<file path="config.mk">
export PLATFORM = sky130hd
export DESIGN_NAME = chan_out_serializer
export DESIGN_NICKNAME = d
export VERILOG_FILES = /design/src/rtl/chan_out_serializer.sv
export SDC_FILE = /design/constraint.sdc
export NUM_CORES = 1
export LEC_CHECK = 0
export ABC_AREA = 1
export CORE_ASPECT_RATIO = 0.8
export CORE_MARGIN = 8
export CORE_UTILIZATION = 58
export DETAILED_ROUTE_END_ITERATION = 7
export PLACE_DENSITY = 0.83
export SLEW_MARGIN = 30
export SYNTH_ARGS = -nofsm -noshare
export SYNTH_HDL_FRONTEND = slang
export SYNTH_SLANG_ARGS = --single-unit
</file>
<file path="constraint.sdc">
create_clock -name clk -period 5.1 [get_ports clk]
set_clock_uncertainty 0.1 [all_clocks]
set_input_delay 0.51 -clock clk [delete_from_list [all_inputs] [get_ports clk]]
set_output_delay 0.51 -clock clk [all_outputs]
set_load 0.02 [all_outputs]
</file>
<file path="src/rtl/chan_out_serializer.sv">
// Buffers 4-sample groups from the channel interpolation model and streams them out one sample per beat.
// Optional slicer on the output sample is enabled by defining CHAN_OUT_SLICER_EN.
module chan_out_serializer #(
  parameter int WIDTH  = 16,
  parameter int DEPTH  = 4,
  parameter int DROP_W = 16
) (
  input  logic                       clk,
  input  logic                       rst,
  input  logic                       in_valid,
  input  logic signed [WIDTH-1:0]    out_0,
  input  logic signed [WIDTH-1:0]    out_1,
  input  logic signed [WIDTH-1:0]    out_2,
  input  logic signed [WIDTH-1:0]    out_3,
  output logic                       in_ready,
  output logic signed [WIDTH-1:0]    sample,
  output logic [1:0]                 sample_idx,
  output logic                       sample_valid,
  input  logic                       sample_ready,
  output logic                       sample_bit,
  output logic [DROP_W-1:0]          drop_count,
  output logic [$clog2(DEPTH):0]     level
);
  localparam int AW = $clog2(DEPTH);
  localparam int LW = AW + 1;
  localparam logic [LW-1:0] FULL = LW'(DEPTH);

  typedef logic [3:0][WIDTH-1:0] grp_t;

  grp_t          mem [DEPTH];
  grp_t          head;
  logic [AW-1:0] wr_ptr, rd_ptr;
  logic [1:0]    sub;
  logic          push, drop, beat, pop;

  assign in_ready     = (level != FULL);
  assign sample_valid = (level != '0);
  assign push = in_valid && in_ready;
  assign drop = in_valid && !in_ready;
  assign beat = sample_valid && sample_ready;
  assign pop  = beat && (sub == 2'd3);

  // Output is driven only from registered state, so no in_* -> sample* path.
  assign head       = mem[rd_ptr];
  assign sample     = sample_valid ? head[sub] : '0;
  assign sample_idx = sub;

`ifdef CHAN_OUT_SLICER_EN
  assign sample_bit = sample_valid && !sample[WIDTH-1];
`else
  assign sample_bit = 1'b0;
`endif

  always_ff @(posedge clk) begin
    if (push) mem[wr_ptr] <= {out_3, out_2, out_1, out_0};
  end

  always_ff @(posedge clk) begin
    if (rst) begin
      wr_ptr     <= '0;
      rd_ptr     <= '0;
      sub        <= '0;
      level      <= '0;
      drop_count <= '0;
    end else begin
      if (push) wr_ptr <= wr_ptr + 1'b1;
      if (beat) sub <= sub + 1'b1;
      if (pop)  rd_ptr <= rd_ptr + 1'b1;
      if (drop && (drop_count != '1)) drop_count <= drop_count + 1'b1;
      case ({push, pop})
        2'b10:   level <= level + 1'b1;
        2'b01:   level <= level - 1'b1;
        default: level <= level;
      endcase
    end
  end
endmodule
</file>
==> flow_summary.json <==
{
  "run_status": "complete, no violations",
  "hold_violations": 0,
  "switching_share": 0.228,
  "fin_crit_ps": 3950,
  "finalSetupViolations": 0,
  "p_int_mw": 3.93,
  "rsz0062_at_grt": "false",
  "leakagePower_nw": 5.94,
  "power_mw": 5.09,
  "ys_seq_area_frac": 0.663,
  "io-pin-count": 108,
  "dpl.cell_count": 1574,
  "grt_pass1_vias": 8848,
  "drcViolationCount": 0,
  "power_density_mw_per_mm2": 350,
  "htree_levels": 1,
  "drt_pass1_iterations": 6,
  "grt_pass1_wl_um": 47800,
  "p_clk_frac": 0.386,
  "grt_max_degree": 100,
  "hold_path.class": "flip-flop to flip-flop",
  "path_clk_slew_ps": 60,
  "die_h_um": 147,
  "grt_usage": 0.228,
  "ys_warn_count": 0,
  "cp-start-kind": "flip-flop",
  "routed_wl_um": 30800,
  "vias": 9176,
  "fmax_mhz": 253,
  "arrival_ps": 3340,
  "drt_iter0_drc": 1175,
  "coreArea_mm2": 0.0213,
  "fin_nets": 1405,
  "finalCritPeriodShare": 0.774,
  "drv_slew": 0,
  "layout.cells.non_filler": 1626,
  "drive_above_1_share": 0.0607,
  "pwr-share-seq": 0.523,
  "p_comb_frac": 0.091,
  "mostFrequentLayoutCells": "nand2_1 (432), edfxtp_1 (256), nand3_1 (172)",
  "cts-resized-gates": 0,
  "antenna_found_initial": 1,
  "worstSetupEndpointType": "primary output",
  "die_w_um": 180,
  "cap_violations": 0,
  "wl_per_cell_um": 18.9,
  "synth.distinct_cells": 30,
  "area_delta_synth_final_pct": 17.3,
  "async_reset_ff_frac": 0,
  "grt-ovfl-total": 0,
  "syn_nets": 1311,
  "clock_path_buffers": 3,
  "crit_type": "flip-flop to primary output",
  "totalNegativeSetupSlack_ps": 0,
  "syn_area_mm2": 0.0124,
  "die-area_mm2": 0.0264,
  "post-route-util": 0.685,
  "rows": 48,
  "ant_nets": 0,
  "vdd_drop_max_mv": 0.255,
  "pre_cts_ws_ps": 1840,
  "syn_avg_cell_area_um2": 10.0,
  "clkSinkCount": 283,
  "cts-root-buf": "clkbuf_16",
  "mostFrequentLayoutCell": "nand2_1",
  "tightest_slew_ps": 887,
  "cts_setup_buffers": 0,
  "worstPathRequired_ps": 4490,
  "postSynthCellCount": 1235,
  "ys.flop_type": "edfxtp_1",
  "cp_max_fo": 82,
  "hpwl_um": 19300,
  "relSlewSlack": 0.409,
  "cts_made_buffers": 27,
  "vias_per_cell": 5.64,
  "synth_seq_cells": 283,
  "power_switching_mw": 1.16,
  "synth_edf_count": 256,
  "cts_hold_buffers": 0,
  "io_buffers": 106,
  "cts_tree": "done",
  "initial_core_util": 0.584,
  "gp_congestion": 0.929,
  "worst_slack_ps": 1150,
  "clock_latency_ps": 540
}
==> Yosys cell counts, types with 2 or more instances <==
master	count	area share
dfxtp_1	27	0.044
nand4_1	3	0.0015
clkinv_1	2	0.00061
nand2_4	2	0.0018
nand2_1	432	0.13
inv_2	5	0.0015
buf_2	29	0.012
buf_4	10	0.0061
nand3_1	172	0.069
clkbuf_1	11	0.0033
nor2_4	4	0.0036
edfxtp_1	256	0.62
a21oi_1	37	0.015
inv_1	153	0.046
nor2_1	52	0.016
buf_1	3	0.00091
ha_1	7	0.0071
nand3_4	3	0.0042
o21ai_0	11	0.0044
nor2_8	2	0.0032
nand2_2	3	0.0015
buf_6	3	0.0027
==> metrics by stage <==
step	hold slack (ps)	area (um2)
floorplan	354	12400
global placement	371	13700
detailed placement	383	13700
CTS	410	14500
global route	444	14600
finish	427	14600
==> cells by family (layout without fill, tap and decap cells) <==
logic type	after synthesis	in the layout	synth area share
other	1	2	0.000302
XOR/XNOR	1	1	0.000706
AND/OR/NAND/NOR	677	677	0.234
buffers and inverters	216	331	0.0731
AO/OA/AOI/OAI	49	49	0.0200
flip-flops	283	283	0.663
adder cells (fa/ha/maj)	8	8	0.00867
==> routing by layer <==
metal / track usage / vias up / share of wire
li1: - / 4222 / -
met1: 0.305 / 4331 / 0.39
met2: 0.368 / 542 / 0.47
met3: 0.0499 / 79 / 0.10
met4: 0.0703 / 2 / 0.027
met5: 0 / - / 0.00042
==> area by class of cell <==
cell class / instances / area [um2]
inverters: 160 / 602
clock inverters: 14 / 151
multi-input cells: 736 / 3300
well taps: 275 / 344
clock buffers: 36 / 709
repair buffers: 121 / 1210
diodes: 1 / 2.50
flip-flops and latches: 283 / 8230
fillers: 1488 / 6700
==> sequential cells by signal, indices dropped and copies added (netlist names), named ones only <==
name,flops
wr_ptr,2
mem,256
level,3
rd_ptr,2
drop_count,16
sample_idx,2
==> path summary, 6_finish.rpt <==
| path | slack, ps | start | cells after the start | endpoint |
|---|---|---|---|---|
| setup reg to reg | 2520 | level[1] | 5 | mem[3][62] |
| setup / recovery | 1150 | flip-flop | 9 | sample[9] |
| hold reg to reg | 430 | rd_ptr[1] | 2 | flip-flop |
| hold / removal | 430 | rd_ptr[1] | 2 | flip-flop |
==> power groups by stage <==
stage	registers (mW)	clock network, mW	logic, mW
after floorplan	2.72	0	0.221
after global placement	2.71	0	0.436
after detailed placement	2.71	0	0.448
after CTS	2.66	1.97	0.453
after global routing	2.67	2.05	0.496
final	2.66	1.97	0.463
==> critical path, cell delays in order, from the launching register on <==
cell             delay, ps
dfxtp_4                460
clkinv_2                90
buf_4                  690
nand2_1                150
nand2_1                110
nand2_1                 60
nand3_1                110
nand3_1                 90
a21oi_1                330
clkdlybuf4s50_1        690
No activity file was read; power rests on OpenSTA's default activity.
